**config.mk**
```make
export PLATFORM = sky130hd
export DESIGN_NAME = vdecode_seq_flat
export DESIGN_NICKNAME = d
export VERILOG_FILES = /design/src/rtl/vdecode_seq_pkg.sv /design/src/rtl/vdecode_seq_if.sv /design/src/rtl/vdecode_seq_ctrl.sv /design/src/rtl/vdecode_seq.sv /design/src/flat_wrapper.sv
export SDC_FILE = /design/constraint.sdc
export NUM_CORES = 1
export LEC_CHECK = 0
export ABC_AREA = 1
export CAP_MARGIN = 20
export CORE_MARGIN = 1
export CORE_UTILIZATION = 35
export CTS_BUF_LIST = sky130_fd_sc_hd__clkbuf_16
export DETAILED_ROUTE_END_ITERATION = 16
export GPL_ROUTABILITY_DRIVEN = 0
export PLACE_DENSITY = 0.6
export SLEW_MARGIN = 10
export SYNTH_ARGS = -nofsm -noshare
export SYNTH_HDL_FRONTEND = slang
export SYNTH_HIERARCHICAL = 1
export SYNTH_SLANG_ARGS = --single-unit
```
**constraint.sdc**
```tcl
create_clock -name clk -period 2 [get_ports clk]
set_input_delay 0.4 -clock clk [delete_from_list [all_inputs] [get_ports clk]]
set_output_delay 0.4 -clock clk [all_outputs]
set_load 0.005 [all_outputs]
```
**src/rtl/vdecode_seq_pkg.sv**
```systemverilog
// vdec_pkg: shared encodings, state enum and control-word type for the sequenced decoder
package vdec_pkg;
  localparam logic [3:0] ALU_ADD    = 4'b0000;
  localparam logic [3:0] ALU_SUB    = 4'b0001;
  localparam logic [3:0] ALU_AND    = 4'b0010;
  localparam logic [3:0] ALU_ORR    = 4'b0011;
  localparam logic [3:0] ALU_XOR    = 4'b0111;
  localparam logic [3:0] ALU_FADD   = 4'b1100;
  localparam logic [3:0] ALU_FMUL   = 4'b0101;
  localparam logic [3:0] ALU_VADD   = 4'b1000;
  localparam logic [3:0] ALU_VADDFP = 4'b1100;
  localparam logic [3:0] ALU_VSUB   = 4'b1001;
  localparam logic [3:0] ALU_VAND   = 4'b1010;
  localparam logic [3:0] ALU_VORR   = 4'b1011;
  localparam logic [3:0] ALU_VXOR   = 4'b1111;
  localparam logic [1:0] OP_DP  = 2'b00;
  localparam logic [1:0] OP_MEM = 2'b01;
  localparam logic [1:0] OP_BR  = 2'b10;
  localparam logic [3:0] FUNCT_MOV    = 4'b1110;
  localparam logic [3:0] FUNCT_MOVIDX = 4'b1101;
  typedef enum logic {IDLE, EXEC} state_t;
  typedef struct packed {
    logic       regw, memw, memtoreg, alusrc, vecw, vecidxw, branch, aluop;
    logic       illegal, vbeat, movidx;
    logic [1:0] immsrc, regsrc;
    logic [3:0] alucontrol;
  } ctrl_t;
  function automatic logic [3:0] alu_map(input logic [3:0] f);
    case (f)
      4'b0101: return ALU_SUB;
      4'b0010: return ALU_AND;
      4'b0000: return ALU_ORR;
      4'b0011: return ALU_XOR;
      4'b0111: return ALU_FADD;
      4'b0110: return ALU_FMUL;
      4'b1000: return ALU_VADD;
      4'b1100: return ALU_VADDFP;
      4'b1001: return ALU_VSUB;
      4'b1010: return ALU_VAND;
      4'b1011: return ALU_VORR;
      4'b1111: return ALU_VXOR;
      default: return ALU_ADD;
    endcase
  endfunction
endpackage

```
**src/rtl/vdecode_seq_if.sv**
```systemverilog
// vdecode_seq_if: fetch handshake, instruction fields and datapath control word
interface vdecode_seq_if #(parameter int LW = 2);
  logic          instr_valid, instr_ready;
  logic [1:0]    Op;
  logic [5:0]    Funct;
  logic [3:0]    Rd;
  logic          RegW, MemW, MemtoReg, ALUSrc, VecW, VecIdxW, PCS, Done, Illegal;
  logic [1:0]    ImmSrc, RegSrc, FlagW;
  logic [3:0]    ALUControl;
  logic [LW-1:0] Lane;
  modport master (output instr_valid, Op, Funct, Rd,
                  input instr_ready, RegW, MemW, MemtoReg, ALUSrc, VecW, VecIdxW, PCS,
                  Done, Illegal, ImmSrc, RegSrc, FlagW, ALUControl, Lane);
  modport slave (input instr_valid, Op, Funct, Rd,
                 output instr_ready, RegW, MemW, MemtoReg, ALUSrc, VecW, VecIdxW, PCS,
                 Done, Illegal, ImmSrc, RegSrc, FlagW, ALUControl, Lane);
endinterface

```
**src/rtl/vdecode_seq_ctrl.sv**
```systemverilog
// vdec_ctrl: combinational map from held Op/Funct to control word, aluop and ALUControl
module vdec_ctrl
  import vdec_pkg::*;
(
  input  logic [1:0] op_i,
  input  logic [5:0] funct_i,
  output ctrl_t      ctrl_o
);
  logic [3:0] f;
  assign f = funct_i[4:1];
  always_comb begin
    ctrl_o = '0;
    case (op_i)
      OP_DP: begin
        if (f == FUNCT_MOVIDX) begin
          ctrl_o.vecidxw = 1'b1;
          ctrl_o.regsrc  = 2'b10;
          ctrl_o.movidx  = 1'b1;
        end else if (f == FUNCT_MOV) begin
          ctrl_o.regsrc = 2'b11;
          ctrl_o.alusrc = 1'b1;
          ctrl_o.regw   = 1'b1;
          ctrl_o.aluop  = 1'b1;
        end else begin
          ctrl_o.aluop  = 1'b1;
          ctrl_o.alusrc = funct_i[5];
          ctrl_o.vecw   = funct_i[4];
          ctrl_o.regw   = ~funct_i[4];
          ctrl_o.vbeat  = funct_i[4];
        end
      end
      OP_MEM: begin
        ctrl_o.immsrc   = 2'b01;
        ctrl_o.alusrc   = 1'b1;
        ctrl_o.memtoreg = funct_i[0];
        ctrl_o.regw     = funct_i[0];
        ctrl_o.memw     = ~funct_i[0];
        ctrl_o.regsrc   = funct_i[0] ? 2'b00 : 2'b10;
      end
      OP_BR: begin
        ctrl_o.immsrc = 2'b10;
        ctrl_o.alusrc = 1'b1;
        ctrl_o.branch = 1'b1;
      end
      default: ctrl_o.illegal = 1'b1;
    endcase
    ctrl_o.alucontrol = ctrl_o.aluop ? alu_map(f) : ALU_ADD;
  end
endmodule

```
**src/rtl/vdecode_seq.sv**
```systemverilog
// vdecode_seq: latches one instruction and sequences its control word, splitting vector ops into lane beats
module vdecode_seq
  import vdec_pkg::*;
#(
  parameter int NLANES = 4,
  parameter int LW     = (NLANES > 1) ? $clog2(NLANES) : 1
) (
  input logic          clk,
  input logic          reset,
  vdecode_seq_if.slave bus
);
  state_t        state_q, state_d;
  logic [1:0]    op_q, op_d;
  logic [5:0]    funct_q, funct_d;
  logic [3:0]    rd_q, rd_d;
  logic [LW-1:0] lane_q, lane_d;
  logic          exec, done, acc, flag_hi;
  ctrl_t         c;
  vdec_ctrl u_ctrl (.op_i(op_q), .funct_i(funct_q), .ctrl_o(c));
  assign exec            = state_q == EXEC;
  assign done            = exec & (~c.vbeat | lane_q == LW'(NLANES - 1));
  assign bus.instr_ready = ~exec | done;
  assign acc             = bus.instr_valid & bus.instr_ready;
  always_comb begin
    state_d = bus.instr_ready ? (acc ? EXEC : IDLE) : state_q;
    op_d    = acc ? bus.Op : op_q;
    funct_d = acc ? bus.Funct : funct_q;
    rd_d    = acc ? bus.Rd : rd_q;
    lane_d  = acc ? '0 : exec ? lane_q + 1'b1 : lane_q;
  end
  always_ff @(posedge clk or posedge reset) begin
    if (reset) begin
      state_q <= IDLE;
      op_q    <= '0;
      funct_q <= '0;
      rd_q    <= '0;
      lane_q  <= '0;
    end else begin
      state_q <= state_d;
      op_q    <= op_d;
      funct_q <= funct_d;
      rd_q    <= rd_d;
      lane_q  <= lane_d;
    end
  end
  // vector flag updates land only on the final lane so the whole vector sets flags once
  assign flag_hi        = exec & funct_q[0] & c.aluop & (~c.vbeat | done);
  assign bus.FlagW      = {flag_hi, flag_hi & (c.alucontrol == ALU_ADD | c.alucontrol == ALU_SUB)};
  assign bus.RegW       = exec & c.regw;
  assign bus.MemW       = exec & c.memw;
  assign bus.MemtoReg   = exec & c.memtoreg;
  assign bus.ALUSrc     = exec & c.alusrc;
  assign bus.VecW       = exec & c.vecw;
  assign bus.VecIdxW    = exec & c.vecidxw;
  assign bus.ImmSrc     = exec ? c.immsrc : 2'b00;
  assign bus.RegSrc     = exec ? c.regsrc : 2'b00;
  assign bus.ALUControl = exec ? c.alucontrol : ALU_ADD;
  assign bus.PCS        = done & ((rd_q == 4'hF & c.regw) | c.branch);
  assign bus.Done       = done;
  assign bus.Illegal    = exec & c.illegal;
  assign bus.Lane       = ~exec ? '0 : c.movidx ? rd_q[LW-1:0] : lane_q;
endmodule

```
**src/flat_wrapper.sv**
```systemverilog
// flat-port wrapper written by rule: the top's interface ports become plain ports
module vdecode_seq_flat import vdec_pkg::*;
#(
  parameter int NLANES = 4,
  parameter int LW     = (NLANES > 1) ? $clog2(NLANES) : 1
)
  (clk, reset, bus_instr_valid, bus_Op, bus_Funct, bus_Rd, bus_instr_ready, bus_RegW, bus_MemW, bus_MemtoReg, bus_ALUSrc, bus_VecW, bus_VecIdxW, bus_PCS, bus_Done, bus_Illegal, bus_ImmSrc, bus_RegSrc, bus_FlagW, bus_ALUControl, bus_Lane);
  vdecode_seq_if #(.LW(LW)) bus_i ();
  input logic clk;
  input logic reset;
  input wire logic [$bits(bus_i.instr_valid)-1:0] bus_instr_valid;
  input wire logic [$bits(bus_i.Op)-1:0] bus_Op;
  input wire logic [$bits(bus_i.Funct)-1:0] bus_Funct;
  input wire logic [$bits(bus_i.Rd)-1:0] bus_Rd;
  output wire logic [$bits(bus_i.instr_ready)-1:0] bus_instr_ready;
  output wire logic [$bits(bus_i.RegW)-1:0] bus_RegW;
  output wire logic [$bits(bus_i.MemW)-1:0] bus_MemW;
  output wire logic [$bits(bus_i.MemtoReg)-1:0] bus_MemtoReg;
  output wire logic [$bits(bus_i.ALUSrc)-1:0] bus_ALUSrc;
  output wire logic [$bits(bus_i.VecW)-1:0] bus_VecW;
  output wire logic [$bits(bus_i.VecIdxW)-1:0] bus_VecIdxW;
  output wire logic [$bits(bus_i.PCS)-1:0] bus_PCS;
  output wire logic [$bits(bus_i.Done)-1:0] bus_Done;
  output wire logic [$bits(bus_i.Illegal)-1:0] bus_Illegal;
  output wire logic [$bits(bus_i.ImmSrc)-1:0] bus_ImmSrc;
  output wire logic [$bits(bus_i.RegSrc)-1:0] bus_RegSrc;
  output wire logic [$bits(bus_i.FlagW)-1:0] bus_FlagW;
  output wire logic [$bits(bus_i.ALUControl)-1:0] bus_ALUControl;
  output wire logic [$bits(bus_i.Lane)-1:0] bus_Lane;
  assign bus_i.instr_valid = bus_instr_valid;
  assign bus_i.Op = bus_Op;
  assign bus_i.Funct = bus_Funct;
  assign bus_i.Rd = bus_Rd;
  assign bus_instr_ready = bus_i.instr_ready;
  assign bus_RegW = bus_i.RegW;
  assign bus_MemW = bus_i.MemW;
  assign bus_MemtoReg = bus_i.MemtoReg;
  assign bus_ALUSrc = bus_i.ALUSrc;
  assign bus_VecW = bus_i.VecW;
  assign bus_VecIdxW = bus_i.VecIdxW;
  assign bus_PCS = bus_i.PCS;
  assign bus_Done = bus_i.Done;
  assign bus_Illegal = bus_i.Illegal;
  assign bus_ImmSrc = bus_i.ImmSrc;
  assign bus_RegSrc = bus_i.RegSrc;
  assign bus_FlagW = bus_i.FlagW;
  assign bus_ALUControl = bus_i.ALUControl;
  assign bus_Lane = bus_i.Lane;
  vdecode_seq #(.NLANES(NLANES), .LW(LW)) u_core (.clk(clk), .reset(reset), .bus(bus_i));
endmodule
```
# After elaboration in Yosys (flattened, before gate mapping)
# Memory sizes are Yosys's and may differ from the RTL's.
# Cells that the tools add are included.
[classes] addsub=1 n_eq_ne=7 bitwise_logic=24 n_reduce_logical=5 muxes=30
[op_table] op="2-bit two-way mux" count=13
[op_table] op="1-bit bitwise AND" count=15
[op_table] op="4-bit == test (second input constant)" count=3
[op_table] op="1-bit two-way mux" count=11
[op_table] op="4-bit two-way mux" count=2
[op_table] op="2-bit case mux with 2 select lines" count=2
[op_table] op="1-bit OR" count=5
[op_table] op="2-bit == test (second input constant)" count=2
[op_table] op="4-bit by 1-bit == test with 1-bit output (second input constant)" count=1
[op_table] op="4-bit zero test" count=1
[op_table] op="1-bit inverter" count=4
[op_table] op="1-bit case mux with 2 select lines" count=2
[op_table] op="3-bit OR reduction" count=1
[op_table] op="2-bit by 1-bit adder with 2-bit output (second input constant)" count=1
[op_table] op="2-bit by 1-bit == test with 1-bit output (second input constant)" count=1
[op_table] op="2-bit zero test" count=1
[op_table] op="2-bit nonzero test" count=1
[op_table] op="2-bit OR reduction" count=1
[totals] inputBits=15 output_inout_bits=22 word_cells=73 romBits=64 mem_count=1 regBits=15
[mem_list] memory="(name not given)" depth=16 word_bits=4 rd=1 rd_ports_with_merged_regs=0 write_ports=0 line_no="vdecode_seq_pkg.sv:29" source="case (f)"

# Longest topological paths before layout
[depth] word_depth=10 depth_mapped=11 mapped_depth_nobuf=11

# By module
# The synthesis kept the hierarchy.
[by_module_without_submodules] mod="vdecode_seq" area_each_um2=858.3 cells_each=120 seq_area_each_um2=375.4 instances=1
[by_module_without_submodules] mod="vdec_ctrl" area_each_um2=364.1 cells_each=63 seq_area_each_um2=0.0 instances=1

# Least setup slack after synthesis
# No wires, ideal clock.
[synth_path] path_kind="reg-to-output" start="reg u_core.funct_q[2]" end="out bus_FlagW[0]" n_path_buf=0 setup_slack_ps=175 arrival_ps=1425 t_required_ps=1600 path_stages_with_launch=10 cell_sequence="dfrtp_1 -> inv_1 -> ha_1 -> nand3_1 -> nand2_2 -> nor2_1 -> nand2_1 -> nand2_1 -> nor2_1 -> and2_1"
[synth_rtl] item="start: declaration" line_no="vdecode_seq.sv:14" source="logic [5:0] funct_q, funct_d;"
[synth_rtl] item="start signal: assignment" line_no="vdecode_seq.sv:41" source="funct_q <= funct_d;"
[synth_rtl] item="end: declaration" line_no="flat_wrapper.sv:27" source="output wire logic [$bits(bus_i.FlagW)-1:0] bus_FlagW;"

==> impl_metrics.json <==
{
  "setup_ws_ns": -0.136,
  "crit_path_top_delay_cell": "dfrtp_1",
  "grt_pass1_wl_um": 5130,
  "async_reset_ff_frac": 1.00,
  "drc": 0,
  "grt_usage": 0.188,
  "rsz0062_at_grt": "true",
  "die-width_um": 61.1,
  "netlist.area_leader.share": 0.307,
  "ant_nets": 0,
  "antenna_found_initial": 0,
  "worstSetupPathType": "reg2out",
  "path_max_fanout": 4,
  "synth_cell_types": 23,
  "synth_area_um2": 1220,
  "final_cells": 297,
  "initial_core_util": 0.366,
  "path_buf_inv": 4,
  "final_util": 0.639,
  "post_dp_cell_area_um2": 1730,
  "hold_viol": 0,
  "p_total_mw": 1.47,
  "wl_um": 3380,
  "final_nets": 276,
  "vias": 1347,
  "slew_viol_final": 0,
  "start_kind": "flop",
  "yosysWarnings": 6,
  "fin_area_um2": 2130,
  "viasPerCell": 4.54,
  "syn_to_final_growth_pct": 74.4,
  "maxUsedRoutingLayer": "met4",
  "avgSynthCellArea_um2": 6.68,
  "wl_met2_um": 1770,
  "grt_overflow": 0,
  "postSynthCellCount": 183,
  "relSlewSlack": 0.634,
  "core_um2": 3340,
  "syn_nets": 207,
  "synthTopCellsByArea": "dfrtp_1 31%, nand2_1 19%, ha_1 9.2%, inv_1 9.2%, nand3_1 6.1%",
  "wl_met1_um": 1370,
  "violations": "negative setup slack",
  "pin_count": 37,
  "cp-end-kind": "output pin",
  "fmax_mhz": 468,
  "cts_tree": "done",
  "cpPeakStageDelay_ns": 0.39,
  "wl_per_cell_um": 11.4,
  "drt_iter0_drc": 27,
  "synth_enable_flop_cells": 0,
  "yosysTopAreaCell": "dfrtp_1",
  "pwr_density_cell_nw_per_um2": 691,
  "synth_seq_cells": 15,
  "setup_viol": 11,
  "max_cap_violations": 0,
  "cts_buffers": 3,
  "cp.required_ns": 1.60,
  "clk_path_buf_depth": 2,
  "place_ws_ns": -0.310,
  "grt_max_degree": 17,
  "hp-class": "reg2reg",
  "chipHeight_um": 61.1,
  "max_slew.worst_pin.slew_ns": 0.549,
  "seq_area_frac_synth": 0.307,
  "route.met3.wl_um": 164,
  "holdBufCountCts": 0,
  "crit_family": "simple AND/OR/NAND/NOR gates",
  "root_buffer": "clkbuf_16",
  "ys.flop_type": "dfrtp_1",
  "cts.sinks": 15,
  "outcome": "complete, but fails checks",
  "dp_cells": 278,
  "dr.pass1.iters": 4,
  "period_share": 1.07,
  "min_period_ns": 2.14,
  "clk_pin_slew_worst_paths_ns": 0.04,
  "irDropWorstVdd_v": 0.000498,
  "n_antenna_cell": 0,
  "hpwl_um": 2170,
  "p_leak_nw": 1.17,
  "path_cells": "inv_2 > ha_4 > nand3_4 > nand2_4 > inv_4 > nand2_2 > nand2_2 > buf_6 > nand3_2 > nor2_2 > nor2_1 > nor2_1 > buf_2",
  "tns_ns": -0.609,
  "port_buffers": 36,
  "grt_pass1_vias": 1206,
  "crit_arrival_ns": 1.74,
  "htreeDepth": 1,
  "holdWs_ns": 0.474,
  "rows": 21,
  "dieArea_um2": 3730,
  "drive_above_1_share": 0.410,
  "skew_ns": 0.000891,
  "clk_latency_ns": 0.24
}
[Yosys cell counts, types with 2 or more instances]
cell	n
nor2_1	18
inv_1	30
nand3_1	15
nor3_1	2
ha_1	9
a21oi_1	5
o21ai_0	4
buf_6	3
nand2_1	61
dfrtp_1	15
inv_2	2
buf_4	8
[state kept, by name (all words and copies together) (netlist names)]
register / cells
u_core/op_q: 2
u_core/exec: 1
u_core/funct_q: 6
u_core/lane_q: 2
u_core/rd_q: 4
[worst register-to-register path, cell delays in order, from the launching register on]
cell	delay, ns
dfrtp_1	0.39
inv_2	0.07
ha_4	0.17
nand3_4	0.09
nand2_4	0.08
buf_12	0.13
nor2_4	0.13
buf_6	0.12
nand3_4	0.08
buf_4	0.14
buf_4	0.19
nand2_8	0.13
nand2_1	0.08
nand2_1	0.06
[cell type report]
class,instances,area [um2]
inverters,32,123
flip-flops and latches,15,380
clock buffers,3,75.1
clock inverters,1,3.75
well taps,46,57.6
multi-input cells,125,823
fillers,306,1200
repair buffers,75,669
[routing by layer]
| layer | vias to the layer above | track usage |
|---|---|---|
| met5 | - | 0 |
| met4 | 0 | 0.0844 |
| met3 | 9 | 0.0189 |
| met2 | 39 | 0.342 |
| met1 | 618 | 0.222 |
| li1 | 681 | - |
[final timing paths]
kind	startpoint	endpoint	slack, ns	cells after the start
worst max-delay path	u_core/funct_q[2]	bus_PCS	-0.14	13
worst min-delay path	u_core/rd_q[2]	u_core/rd_q[2]	0.47	2
worst max register to register	u_core/funct_q[2]	u_core/rd_q[1]	0.07	13
worst min register to register	u_core/rd_q[2]	u_core/rd_q[2]	0.47	2
max in group asynchronous	reset	u_core/exec	1.10	2
min in group asynchronous	reset	u_core/lane_q[0]	0.50	2
[cells by family (layout without fill, tap and decap cells)]
kind of cell	Yosys count	in the layout	share of synthesized area
xor gates and xnor gates	1	1	0.00717
and+or+nand+nor	104	104	0.371
AOI/OAI and AO/OA	11	11	0.0481
buffers and inverters	43	111	0.175
DFF	15	15	0.307
adders and majority gates	9	9	0.0921
[power breakdown]
group | switching [mW] | internal (mW) | leakage [nW]
clock | 0.112 | 0.264 | 0.0423
combinational | 0.320 | 0.366 | 0.945
sequential | 0.0589 | 0.352 | 0.180
total | 0.491 | 0.982 | 1.17
[placed cells by master (no fill, tap or decap), drive strengths merged, types with 2 or more instances in the layout]
master,Yosys,final
dlygate4sd2,0,4
ha,9,9
clkdlybuf4s50,0,15
clkdlybuf4s15,0,3
nor2,18,18
nor3,2,2
a21oi,6,6
buf,11,49
dfrtp,15,15
o21ai,5,5
inv,32,33
nand3,17,17
clkbuf,0,6
nand2,63,63
[what timing repair did]
item                                    4_1_cts  5_1_grt
cloned                                        0        0
resized for setup                            98       34
buffers inserted                              9        7
endpoints found under the setup margin       20       20
pin swaps                                    15       14
(Power assumes the default switching activity.)
